$ cat src/rtl/config_loader.sv
// Configuration-chain loader: clears the tile chain, then serialises upstream
// bitstream words LSB first onto cfg_data/cfg_enable until CHAIN_BITS are shifted.
module config_loader #(
  parameter int WORD_WIDTH   = 8,
  parameter int CHAIN_BITS   = 1024,
  parameter int CLEAR_CYCLES = 2
) (
  input  logic                  clock,
  input  logic                  nreset,
  input  logic                  start,
  input  logic                  abort,
  input  logic [WORD_WIDTH-1:0] in_data,
  input  logic                  in_valid,
  output logic                  in_ready,
  output logic                  cfg_data,
  output logic                  cfg_enable,
  output logic                  cfg_nreset,
  output logic                  busy,
  output logic                  done
);

  localparam int CW = $clog2(CHAIN_BITS + 1);
  localparam int RW = (WORD_WIDTH > 1) ? $clog2(WORD_WIDTH) : 1;
  localparam int KW = (CLEAR_CYCLES > 1) ? $clog2(CLEAR_CYCLES) : 1;
  localparam logic [CW-1:0] CHAIN_TOTAL = CW'(CHAIN_BITS);

  typedef enum logic [1:0] {IDLE, CLEAR, SHIFT, DONE} state_t;

  state_t                state, state_n;
  logic [WORD_WIDTH-1:0] sh, sh_n;
  logic [RW-1:0]         rem, rem_n;
  logic [CW-1:0]         cnt, cnt_n;
  logic [KW-1:0]         clr, clr_n;
  logic [CW-1:0]         left;
  logic [RW-1:0]         last_idx;
  logic                  in_ready_n, cfg_data_n, cfg_enable_n, cfg_nreset_n;

  // cnt counts bits presented up to and including the current cycle; rem is the
  // number of holding-register bits still to follow the one on cfg_data now.
  // Outputs are registered from next-state values so they describe that cycle.
  always_comb begin
    state_n      = state;
    sh_n         = sh;
    rem_n        = rem;
    cnt_n        = cnt;
    clr_n        = clr;
    cfg_data_n   = 1'b0;
    cfg_enable_n = 1'b0;
    cfg_nreset_n = 1'b1;
    left         = CHAIN_TOTAL - cnt;
    if (int'(left) < WORD_WIDTH)
      last_idx = RW'(left - CW'(1));
    else
      last_idx = RW'(WORD_WIDTH - 1);

    case (state)
      IDLE, DONE: begin
        if (start) begin
          state_n      = CLEAR;
          clr_n        = '0;
          cnt_n        = '0;
          rem_n        = '0;
          sh_n         = '0;
          cfg_nreset_n = 1'b0;
        end
      end
      CLEAR: begin
        if (clr == KW'(CLEAR_CYCLES - 1)) begin
          state_n = SHIFT;
        end else begin
          clr_n        = clr + KW'(1);
          cfg_nreset_n = 1'b0;
        end
      end
      SHIFT: begin
        if (cfg_enable && cnt == CHAIN_TOTAL) begin
          state_n = DONE;
        end else if (in_ready && in_valid) begin
          cfg_enable_n = 1'b1;
          cfg_data_n   = in_data[0];
          sh_n         = in_data >> 1;
          rem_n        = last_idx;
          cnt_n        = cnt + CW'(1);
        end else if (rem != '0) begin
          cfg_enable_n = 1'b1;
          cfg_data_n   = sh[0];
          sh_n         = sh >> 1;
          rem_n        = rem - RW'(1);
          cnt_n        = cnt + CW'(1);
        end
      end
      default: state_n = IDLE;
    endcase

    if (abort) begin
      state_n      = IDLE;
      sh_n         = '0;
      rem_n        = '0;
      cnt_n        = '0;
      clr_n        = '0;
      cfg_data_n   = 1'b0;
      cfg_enable_n = 1'b0;
      cfg_nreset_n = 1'b1;
    end

    in_ready_n = (state_n == SHIFT) && (rem_n == '0) && (cnt_n < CHAIN_TOTAL);
  end

  always_ff @(posedge clock) begin
    if (!nreset) begin
      state      <= IDLE;
      sh         <= '0;
      rem        <= '0;
      cnt        <= '0;
      clr        <= '0;
      in_ready   <= 1'b0;
      cfg_data   <= 1'b0;
      cfg_enable <= 1'b0;
      cfg_nreset <= 1'b1;
      busy       <= 1'b0;
      done       <= 1'b0;
    end else begin
      state      <= state_n;
      sh         <= sh_n;
      rem        <= rem_n;
      cnt        <= cnt_n;
      clr        <= clr_n;
      in_ready   <= in_ready_n;
      cfg_data   <= cfg_data_n;
      cfg_enable <= cfg_enable_n;
      cfg_nreset <= cfg_nreset_n;
      busy       <= (state_n == CLEAR) || (state_n == SHIFT);
      done       <= (state_n == DONE);
    end
  end

endmodule
$ cat config.mk
export PLATFORM = sky130hd
export DESIGN_NAME = config_loader
export DESIGN_NICKNAME = d
export VERILOG_FILES = /design/src/rtl/config_loader.sv
export SDC_FILE = /design/constraint.sdc
export NUM_CORES = 1
export LEC_CHECK = 0
export BUFFER_PORTS_ARGS = -buffer_cell sky130_fd_sc_hd__buf_2
export CAP_MARGIN = 20
export CORE_MARGIN = 3
export CORE_UTILIZATION = 53
export DETAILED_ROUTE_END_ITERATION = 12
export PLACE_DENSITY = 0.76
export SLEW_MARGIN = 15
export SYNTH_ARGS = -nofsm -noshare
export SYNTH_HDL_FRONTEND = slang
export SYNTH_SLANG_ARGS = --single-unit
$ cat constraint.sdc
create_clock -name clock -period 2.4 [get_ports clock]
set_input_delay 0.6 -clock clock [delete_from_list [all_inputs] [get_ports clock]]
set_output_delay 0.6 -clock clock [all_outputs]
set_load 0.02 [all_outputs]
# Word level (Yosys, flattened, before mapping)

Index checks and enable logic that the tools add are counted.

Flip-flop bits (word level): 31
Logic and storage cells: 78
Input port bits: 13
Output and inout port bits: 6

Add/subtract/negate cells: 5
Equal/unequal tests: 10
Magnitude comparators: 2
Mux-type cells: 33
Bitwise logic cells: 2
Reductions and logical operators: 15

Operator list:

| kind                                                | count |
|---|---|
| 2-to-1 mux 11 bit                                   | 5 |
| 2-to-1 mux 8 bit                                    | 4 |
| one-hot mux 11 bit (2 select lines)                 | 1 |
| 2-to-1 mux 3 bit                                    | 6 |
| one-hot mux 8 bit (2 select lines)                  | 1 |
| adder 11 x 1 -> 11 bit, second input constant       | 1 |
| equality test 11 bit, second input constant         | 1 |
| < comparator 11 bit, second input constant          | 1 |
| < comparator 11 x 4 -> 1 bit, second input constant | 1 |
| subtractor 11 bit, first input constant             | 1 |
| equality test 2 bit, second input constant          | 4 |
| 2-to-1 mux 1 bit                                    | 8 |
| 2-to-1 mux 2 bit                                    | 4 |
| one-hot mux 2 bit (3 select lines)                  | 1 |
| one-hot mux 3 bit (2 select lines)                  | 1 |
| subtractor 3 x 1 -> 3 bit, second input constant    | 2 |
| equality test 2 x 1 -> 1 bit, second input constant | 2 |
| logical AND 1 bit                                   | 4 |
| inequality test 2 bit, second input constant        | 2 |
| one-hot mux 1 bit (2 select lines)                  | 2 |
| AND reduction 4 bit                                 | 1 |
| nonzero test 2 bit                                  | 2 |
| OR reduction 2 bit                                  | 2 |
| OR reduction 4 bit                                  | 1 |
| other kinds (8)                                     | 9 |

# Logic depth before layout (Yosys ltp)

Gate-level depths: netlist (run 1).

Word-level depth: 10
Depth in mapped cells: 11
Depth with buffers taken out: 9

# Worst setup path after synthesis (run 1)

Ideal clock, no wire load.

Kind: register -> register
From: register cnt[0]
To: register in_ready
Required time: 2284 ps
Slack: -107 ps
Cell stages (with the launch flop): 11
Setup time: 116 ps
Arrival time: 2391 ps
Buffers on the path: 1
Path through: dfxtp_1 -> inv_1 -> ha_1 -> or3b_2 -> clkbuf_2 -> or4_4 -> a21oi_1 -> o21ai_0 -> ha_1 -> and3_1 -> a41o_1

Longest elaborated chain between the ends: 10
Elaborated cells between the ends (all ways): 25
Classes of those cells: add/sub (3); order compare (2); eq/ne (2); mux (14); reduce/logical (4)

RTL lines:

| element                                                                          | line   | source |
|---|---|---|
| start, declared                                                                  | 32     | `logic [CW-1:0] cnt, cnt_n;` |
| start signal, assigned                                                           | 126    | `cnt <= cnt_n;` |
| subtractor 11 bit                                                                | 50     | `left = CHAIN_TOTAL - cnt;` |
| < comparator 11 x 4 -> 1 bit / subtractor 3 x 1 -> 3 bit (equally long branches) | 51, 52 |  |
| 2-to-1 mux 3 bit                                                                 | 51     | `if (int'(left) < WORD_WIDTH)` |
| 2-to-1 mux 3 bit                                                                 | 78     | `end else if (in_ready && in_valid) begin` |
| 2-to-1 mux 3 bit                                                                 | 76     | `if (cfg_enable && cnt == CHAIN_TOTAL) begin` |
| one-hot mux 3 bit (2 select lines)                                               | 56     | `case (state)` |
| 2-to-1 mux 3 bit                                                                 | 95     | `if (abort) begin` |
| logical NOT 3 bit                                                                | 106    | `in_ready_n = (state_n == SHIFT) && (rem_n == '0) && (cnt_n < CHAIN_TOTAL);` |
| logical AND 1 bit                                                                | 106    |  |
| logical AND 1 bit *                                                              | 106    |  |
| end signal, assigned                                                             | 128    | `in_ready <= in_ready_n;` |
| end, declared                                                                    | 14     | `output logic in_ready,` |

Mark *: on every way between the ends. The rest lies on a longest branch, timed or not.
A chain may end at the register's enable or synchronous reset.

# Worst setup path in the final report (run 1)

Ends and elaborated chain as after synthesis.

==> metrics.md, run 1 <==
| Metric | Value |
|---|---|
| Routed WL | `4120 µm` |
| CP startpoint | `cnt[0]` |
| Die span in x | `66.4 µm` |
| Reg2reg path depth | `9` |
| Final instance area | `0.00216 mm²` |
| I/O pins | `19` |
| GRT Resource Usage Total | `0.208` |
| Post-DP HPWL | `3030 µm` |
| Final Hold Violating Endpoints | `0` |
| Count of input and output buffers | `18` |
| CP cell instances | `inv_1 > ha_1 > or3b_4 > or4_4 > a21oi_2 > o21ai_1 > ha_2 > and3_1 > a41o_1` |
| Switching Power | `223 µW` |
| Dominant synthesized flop cell | `dfxtp_1` |
| Clock skew | `8.46 ps` |
| Period utilization | `0.969` |
| Skew-Pair Late Insertion Delay | `330 ps` |
| Critical R2R Capture | `in_ready` |
| Final Slew Violations | `0` |
| Crit path max fanout | `8` |
| Relative slew margins | `0.727` |
| Starting DRT DRC Count | `100` |
| Area delta synth->final | `11.7%` |
| Clock Tree Buf Depth | `2` |
| Fin cells | `309` |
| Worst-path clk slew | `100 ps` |
| Clock root cell | `clkbuf_4` |
| Internal power | `665 µW` |
| Clk sinks | `30` |
| Placed Instances | `301` |
| Gate power share | `0.074` |
| Vias | `1,707` |
| Setup crit end kind | `flip-flop` |
| Top cells by area, synth | `dfxtp_1 31%, nor2_1 6.2%, a21oi_1 6.0%, ha_1 5.8%, mux2i_1 4.7%` |
| Antenna viol nets, final | `0` |
| Initial antenna violation count | `0` |
| Total die area | `0.00441 mm²` |
| TNS Setup | `0 ps` |
| Routability Congestion | `0.839` |
| Unrepaired setup endpoints after global routing | `true` |
| H-tree levels | `2` |
| Maximum capacitance violations | `0` |
| Synth area leader | `dfxtp_1` |
| Initial Utilization | `0.566` |
| Dpl ws | `38.6 ps` |
| Average cell area after synthesis | `8.23 µm²` |
| CP Launch Type | `flip-flop` |
| #FFs+latches synth | `30` |
| Crit Path Class | `flip-flop to flip-flop` |
| Gate Count Post-Synth | `235` |
| Worst flop-to-flop path startpoint | `cnt[0]` |
| GRT overflow | `0` |
| DR vias/cell | `5.52` |
| Async SR Flop Fraction | `0` |
| Final WS setup | `74.1 ps` |
| Die H | `66.4 µm` |
| Mapped cell area | `0.00193 mm²` |
| Number of global-route vias before repair | `1,615` |
| Top cell type's share of synthesized area | `0.311` |
| Worst setup path endpoint | `in_ready` |
| Sw Ratio | `0.251` |
| Clk pwr share | `0.361` |
| Largest net degree at the start of global routing | `25` |
| Slowest cell on the critical path | `or4_4` |
| CTS Buf Count | `5` |
| Sequential area share after synthesis | `0.311` |
| Worst hold path class | `flip-flop to flip-flop` |
| Routed length per placed instance | `13.3 µm` |
| EDFF count, synth | `0` |
| Ys Warns | `0` |
| Setup bufs post-CTS | `0` |
| TritonRoute pass-1 iters | `4` |
| CP peak stage delay | `540 ps` |
| First-pass GRT wire length | `7070 µm` |
| Least-Margin Pin Slew | `404 ps` |
| Sequential Power Share | `0.564` |
| Power Dens Cells | `411 mW/mm²` |
| Flop2flop setup slack | `70 ps` |
| Leak | `0.903 nW` |
| Layout net count | `284` |
| Most frequent cells in the layout | `31 x nor2_1, 28 x dfxtp_1, 22 x a21oi_1, 18 x buf_2, 15 x buf_4` |
| Yosys cell types | `47` |
| Layout cell share with drive strength beyond 1 | `0.243` |
| Area of the core | `0.00342 mm²` |
| Crit path DAT | `2560 ps` |
| Synth Net Count | `257` |
| Antenna Cells | `0` |
| Rows | `21` |
| Most common cell after layout, fill and taps aside | `nor2_1` |
| Total placed instance area | `0.00208 mm²` |
| CTS tree | `done` |
| Worst EP required | `2630 ps` |
| Final setup fails | `0` |
| Max rail drop VDD | `0.395 mV` |
| Period minus WS final | `2330 ps` |
| Max Clock Freq | `430 MHz` |
| Status | `completed` |
| Number of remaining DRC errors | `0` |
## registers in the layout, summed over array words and instances, names as in the netlist
register,flops
state,2
done,1
cnt,11
cfg_nreset,1
in_ready,1
busy,1
cfg_enable,1
clr,1
rem,3
sh,7
cfg_data,1
## worst min path at each step
stage               start     to  slack (ps)  depth (start not counted)
floorplan           sh[0]  sh[0]         460                          2
global placement    sh[0]  sh[0]         470                          2
detailed placement  sh[6]  sh[6]         480                          2
CTS                 sh[2]  sh[2]         510                          2
global route        sh[3]  sh[3]         530                          2
finish              sh[1]  sh[1]         500                          2
## power groups by stage
stage	sequential (mW)	clock (mW)	combinational (mW)
floorplan	0.514	0	0.0502
global placement	0.512	0	0.0655
detailed placement	0.512	0	0.0657
CTS	0.501	0.330	0.0657
global route	0.501	0.351	0.0741
finish	0.501	0.321	0.0660
## Yosys cell counts, types with 3 or more instances
master / instances
inv_1: 9
a31oi_1: 4
a21oi_1: 23
nand2b_1: 4
ha_1: 9
o21ai_0: 12
clkbuf_8: 4
nand3_1: 3
nand3b_1: 7
nor3_1: 14
dfxtp_1: 30
and3_1: 6
and3_2: 3
a21o_1: 3
clkbuf_1: 4
nor2b_1: 4
and2b_2: 3
nand2_1: 10
nor2_1: 32
and2_1: 6
mux2i_1: 9
## worst max-delay path, delay by kind of cell (launching register included)
family	cells	cell delay [ps]
simple gates	3	1090
buf+inv	1	50
compound gates	3	420
fa+ha+maj	2	320
flops	1	350
## kinds of logic after synthesis
logic type | Yosys count | share of synthesized area
XOR/XNOR | 3 | 0.0136
adder cells (fa/ha/maj) | 9 | 0.0583
multiplexers | 11 | 0.0583
AND/OR/NAND/NOR | 104 | 0.297
AO/OA/AOI/OAI | 56 | 0.181
buffers and inverters | 22 | 0.0815
flip-flops | 30 | 0.311
## per-layer routing
layer / global-route usage / vias up / share of wire
li1: - / 889 / -
met3: 0.0544 / 9 / 0.043
met1: 0.262 / 771 / 0.48
met5: 0 / - / 0
met2: 0.336 / 38 / 0.46
met4: 0.0787 / 0 / 0.020
## per-stage QoR
step,hold WS [ps],total power [mW],util
after global placement,474,0.578,0.610
final,499,0.887,0.632
after global routing,534,0.926,0.632
after floorplan,456,0.565,-
after detailed placement,482,0.578,0.610
after CTS,507,0.897,0.627
## what timing repair did
item                       CTS  global route
setup endpoints to repair    0             6
hold buffers                 0             0
gates resized for setup      0             4
## layout make-up
type	count	area, µm²
Tap cell	46	57.6
Inverter	9	33.8
Clock buffer	7	55.1
Multi-Input combinational cell	183	1200
Fill cell	305	1260
Timing Repair Buffer	33	203
Sequential cell	30	606
Clock inverter	1	5.00
Power figures use the tool's default switching activity.
==> run 2, diff against run 1 <==
CORE_MARGIN = 2   (was 3)
==> metrics.md, run 2 (synthesis results as in run 1) <==
| Metric | Value |
|---|---|
| GRT overflow | `0` |
| Routed length per placed instance | `13.6 µm` |
| Rows | `21` |
| CP cell instances | `inv_1 > ha_1 > or3b_4 > or4_4 > a21oi_2 > o21ai_2 > ha_2 > and3_1 > a41o_1` |
| Placed Instances | `302` |
| I/O pins | `19` |
| Total placed instance area | `0.00209 mm²` |
| Vias | `1,765` |
| Worst hold path class | `flip-flop to flip-flop` |
| Crit Path Class | `flip-flop to flip-flop` |
| Reg2reg path depth | `9` |
| Met3 usage | `0.0546` |
| Power Dens Cells | `414 mW/mm²` |
| Biggest regs | `cnt (11), sh (7), rem (3)` |
| Final Hold Violating Endpoints | `0` |
| Fin cells | `311` |
| Antenna Cells | `0` |
| Clock skew | `12.5 ps` |
| Clock Tree Buf Depth | `2` |
| Die span in x | `64.4 µm` |
| GR met1 Demand/Resource | `0.284` |
| Routed WL | `4230 µm` |
| Hold Crit Start | `sh[4]` |
| Flop2flop setup slack | `40 ps` |
| Setup crit end kind | `flip-flop` |
| Final WS setup | `42.2 ps` |
| Die H | `64.4 µm` |
| Total chip power | `906 µW` |
| Antenna viol nets, final | `0` |
| TNS Setup | `0 ps` |
| Dpl ws | `29.1 ps` |
| Worst-path clk slew | `100 ps` |
| Count of input and output buffers | `18` |
| Worst min-delay path endpoint | `sh[4]` |
| Period minus WS final | `2360 ps` |
| Slowest cell on the critical path | `or4_4` |
| Crit path DAT | `2610 ps` |
| Routability Congestion | `0.908` |
| Number of remaining DRC errors | `0` |
| Number of global-route vias before repair | `1,641` |
| H-tree levels | `2` |
| Final setup fails | `0` |
| Relative slew margins | `0.719` |
| Initial Utilization | `0.566` |
| Most common cell after layout, fill and taps aside | `nor2_1` |
| Worst flop-to-flop path startpoint | `cnt[0]` |
| Least-Margin Pin Slew | `416 ps` |
| Max FFs per register | `11` |
| Period utilization | `0.982` |
| Worst EP required | `2650 ps` |
| Area delta synth->final | `13.1%` |
| Largest net degree at the start of global routing | `25` |
| Final core occ | `0.640` |
| DR vias/cell | `5.68` |
| Unrepaired setup endpoints after global routing | `true` |
| Starting DRT DRC Count | `79` |
| Post-DP HPWL | `2990 µm` |
| Layout net count | `286` |
| Worst hold margin | `496 ps` |
| CTS tree | `done` |
| CTS Buf Count | `5` |
| First-pass GRT wire length | `7280 µm` |
| Fillers | `332` |
| CP Launch Type | `flip-flop` |
| Status | `completed` |
| Setup bufs post-CTS | `0` |
| Initial antenna violation count | `0` |
| TritonRoute pass-1 iters | `4` |
| Met2 GRT Util | `0.371` |
| Crit path max fanout | `8` |
| Clock root cell | `clkbuf_4` |
| Final instance area | `0.00219 mm²` |
| Largest register by flop count | `cnt` |
| Hold path depth | `2` |
| Maximum capacitance violations | `0` |
| Layout cell share with drive strength beyond 1 | `0.257` |
| Skew-Pair Late Insertion Delay | `350 ps` |
| Area of the core | `0.00342 mm²` |
| Final Slew Violations | `0` |
| GRT Resource Usage Total | `0.226` |
| Total die area | `0.00415 mm²` |
| Max rail drop VDD | `0.366 mV` |
| Top Usage Layer GRT | `met2` |
| CP peak stage delay | `550 ps` |
| Max Clock Freq | `424 MHz` |
| Most frequent cells in the layout | `31 x nor2_1, 29 x dfxtp_1, 22 x a21oi_1, 18 x buf_2, 16 x buf_4` |
| Leak | `0.922 nW` |
| Clk sinks | `30` |
| Critical R2R Capture | `in_ready` |
## run 2: cell type report
| cell class | instances | area, µm² | share of cell area |
|---|---|---|---|
| multi-input cells | 184 | 1220 | 0.557 |
| flip-flops and latches | 30 | 604 | 0.276 |
| repair buffers | 34 | 210 | 0.0961 |
| well taps | 46 | 57.6 | 0.0263 |
| clock buffers | 6 | 51.3 | 0.0235 |
| inverters | 9 | 33.8 | 0.0154 |
| clock inverters | 2 | 12.5 | 0.00572 |
## run 2: worst max-delay path by stage
stage	startpoint	end	slack (ps)	depth (start not counted)
2_1_floorplan	cnt[0]	in_ready	10	10
3_3_place_gp	cnt[0]	in_ready	60	9
3_5_place_dp	cnt[0]	in_ready	30	9
4_1_cts	cnt[0]	in_ready	20	9
5_1_grt	cnt[0]	in_ready	-20	9
6_report	cnt[0]	in_ready	40	9
## run 2: timing repair
action,in CTS,in global routing
endpoints found under the setup margin,0,11
resized for setup,0,5
hold buffers,0,0
## run 2: layer usage
layer	share of wire	vias up
met2	0.47	45
met4	0.015	0
met1	0.47	815
li1	-	899
met3	0.045	6
met5	0	-
## run 2: worst max-delay path: cells and delay by family (launching register included)
kind,cells,cell delay (ps)
and+or+nand+nor,3,1100
AOI/OAI and AO/OA,3,430
DFF,1,370
adders and majority gates,2,310
buffers and inverters,1,50
## run 2: power by group
part           switching, mW  leakage, nW  total, mW  internal, mW
logic                 0.0453        0.644     0.0704        0.0250
registers            0.00146        0.243      0.501         0.499
clock network          0.194       0.0343      0.335         0.141
total                  0.241        0.922      0.906         0.665
==> run 3, diff against run 2 <==
ABC_AREA = 1   (was unset)
==> metrics.md, run 3 <==
| Metric | Value |
|---|---|
| Top cell type's share of synthesized area | `0.316` |
| Period minus WS final | `2060 ps` |
| Synth Net Count | `318` |
| Top post-synthesis cells by count | `72 x nand2_1, 44 x nor2_1, 38 x inv_1` |
| CP top delay family | `simple AND/OR/NAND/NOR gates` |
| Crit path DAT | `2290 ps` |
| Die span in x | `63.9 µm` |
| Layout cell share with drive strength beyond 1 | `0.143` |
| CTS Buf Count | `5` |
| Crit Path Class | `flip-flop to flip-flop` |
| Leak | `0.995 nW` |
| Final setup fails | `0` |
| #FFs+latches synth | `30` |
| Hold path depth | `2` |
| First-pass GRT wire length | `7490 µm` |
| Slowest cell on the critical path | `dfxtp_1` |
| DR vias/cell | `5.05` |
| Gate power share | `0.083` |
| Relative slew margins | `0.789` |
| Worst min-delay path endpoint | `sh[5]` |
| Ys Warns | `0` |
| Hold Crit Start | `sh[5]` |
| Biggest regs | `cnt (11), sh (7), rem (3)` |
| Initial antenna violation count | `0` |
| Post-DP HPWL | `3160 µm` |
| Power Dens Cells | `426 mW/mm²` |
| Number of remaining DRC errors | `0` |
| Total die area | `0.00408 mm²` |
| GRT overflow | `0` |
| Sequential Power Share | `0.565` |
| Crit path max fanout | `6` |
| CP peak stage delay | `360 ps` |
| Maximum capacitance violations | `0` |
| Worst flop-to-flop path startpoint | `cnt[0]` |
| CTS tree | `done` |
| Gate Count Post-Synth | `296` |
| Skew-Pair Late Insertion Delay | `330 ps` |
| Internal power | `672 µW` |
| Setup crit end kind | `flip-flop` |
| Clk sinks | `30` |
| Clock Tree Buf Depth | `2` |
| Dominant synthesized flop cell | `dfxtp_1` |
| Sw Ratio | `0.252` |
| H-tree levels | `2` |
| Largest register by flop count | `cnt` |
| Final core occ | `0.622` |
| Mapped cell area | `0.00190 mm²` |
| Routed length per placed instance | `10.8 µm` |
| Clk pwr share | `0.352` |
| Number of global-route vias before repair | `1,724` |
| Unrepaired setup endpoints after global routing | `false` |
| Switching Power | `227 µW` |
| Reg2reg path depth | `16` |
| Worst Path Buf+Inv | `3` |
| Yosys cell types | `32` |
| Most frequent cells in the layout | `72 x nand2_1, 43 x nor2_1, 38 x inv_1, 30 x dfxtp_1, 25 x a21oi_1` |
| Worst-path clk slew | `90 ps` |
| Worst hold path class | `flip-flop to flip-flop` |
| Count of input and output buffers | `18` |
| TritonRoute pass-1 iters | `4` |
| Most common cell after layout, fill and taps aside | `nand2_1` |
| Routability Congestion | `0.961` |
| CP Launch Type | `flip-flop` |
| Max rail drop VDD | `0.272 mV` |
| Initial Utilization | `0.560` |
| Antenna viol nets, final | `0` |
| Flop2flop setup slack | `340 ps` |
| Final Hold Violating Endpoints | `0` |
| Max Clock Freq | `486 MHz` |
| Sequential area share after synthesis | `0.316` |
| EDFF count, synth | `0` |
| Starting DRT DRC Count | `113` |
| Top cells by area, synth | `dfxtp_1 32%, nand2_1 14%, nor2_1 8.7%, inv_1 7.5%, a21oi_1 6.6%` |
| Worst EP required | `2630 ps` |
| Antenna Cells | `0` |
| Routed WL | `3980 µm` |
| Least-Margin Pin Slew | `316 ps` |
| Largest net degree at the start of global routing | `18` |
| Status | `completed` |
| Final Slew Violations | `0` |
| GRT Resource Usage Total | `0.231` |
| Clock root cell | `clkbuf_4` |
| Layout net count | `343` |
| Area of the core | `0.00339 mm²` |
| Critical R2R Capture | `in_ready` |
| Critical path's most frequent cell | `nand2_1` |
| CP cell instances | `inv_1 > ha_1 > nand2_2 > nor2_4 > nand3_2 > nor2_2 > inv_2 > o21ai_0 > nand2_1 > nor2_1 > inv_1 > ha_1 > nand2_1 > a21oi_1 > nand2_1 > nor2_1` |
| Average cell area after synthesis | `6.42 µm²` |
| I/O pins | `19` |
| Max FFs per register | `11` |
| Period utilization | `0.858` |
| Synth area leader | `dfxtp_1` |
| Clock skew | `4.84 ps` |
| Top-count cell post-synth | `nand2_1` |
| TNS Setup | `0 ps` |
| Area delta synth->final | `11.1%` |
| Async SR Flop Fraction | `0` |
| Vias | `1,857` |
| Rows | `21` |
| Die H | `63.9 µm` |
[run 3: cell count changes after synthesis, sizes merged, moves of 6 or more]
cell    before  now
nor3        14    2
mux2i        9    0
o21ai       14   31
inv          9   44
nor2        32   47
and3         9    2
nand3        4   12
and2         6    0
clkbuf       9    2
nand3b       7    0
nand2       10   74
[run 3: stage by stage]
step | setup slack (ps) | hold WS [ps] | instances | power, mW | cell area (µm²)
4_1_cts | 238 | 458 | 368 | 0.907 | 2110
2_1_floorplan | 530 | 430 | 296 | 0.571 | 1900
5_1_grt | 44.5 | 500 | 368 | 0.942 | 2110
3_3_place_gp | 333 | 441 | 360 | 0.592 | 2050
3_5_place_dp | 272 | 445 | 360 | 0.593 | 2050
6_report | 341 | 455 | 368 | 0.898 | 2110
[run 3: power groups by stage]
stage	Clock (mW)	Combinational, mW	Sequential (mW)
finish	0.316	0.0747	0.508
global route	0.349	0.0847	0.509
CTS	0.325	0.0742	0.508
detailed placement	0	0.0740	0.519
global placement	0	0.0732	0.519
floorplan	0	0.0504	0.521
[run 3: how the worst max path moves through the flow]
| stage | from | endpoint | slack [ps] | cells after the start |
|---|---|---|---|---|
| 4_1_cts | state[0] | in_ready | 240 | 13 |
| 5_1_grt | cnt[0] | in_ready | 40 | 16 |
| 2_1_floorplan | cnt[0] | in_ready | 530 | 16 |
| 3_3_place_gp | state[0] | in_ready | 330 | 13 |
| 6_report | cnt[0] | in_ready | 340 | 16 |
| 3_5_place_dp | state[0] | in_ready | 270 | 13 |
[run 3: tightest hold or removal path, stage by stage, from the launching register on]
cell     delay, ps
dfxtp_1        310
inv_1           60
a21oi_1         50
[run 3: cells by family after synthesis]
group,Yosys count,share of synthesized area
AO/OA/AOI/OAI,62,0.179
XOR/XNOR,5,0.0231
adder cells (fa/ha/maj),9,0.0593
buffers and inverters,49,0.105
flip-flops,30,0.316
AND/OR/NAND/NOR,141,0.318
[run 3: area by class of cell]
cell class              count  area (µm²)
well taps                  46        57.6
fillers                   311        1280
repair buffers             22         120
flip-flops and latches     30         601
inverters                  45         169
multi-input cells         217        1100
clock buffers               7        55.1
clock inverters             1        5.00
[run 3: repair_timing]
action | in CTS | in global routing
setup buffers | 0 | 0
endpoints found under the hold margin | 0 | 0
gates resized for setup | 0 | 1
endpoints found under the setup margin | 0 | 1
hold buffers | 0 | 0
[run 3: routing by layer]
metal | track usage | wire [µm] | up-vias
li1 | - | - | 993
met1 | 0.302 | 1930 | 812
met2 | 0.359 | 1750 | 41
met3 | 0.0511 | 190 | 11
met4 | 0.109 | 106 | 0
met5 | 0 | 0 | -
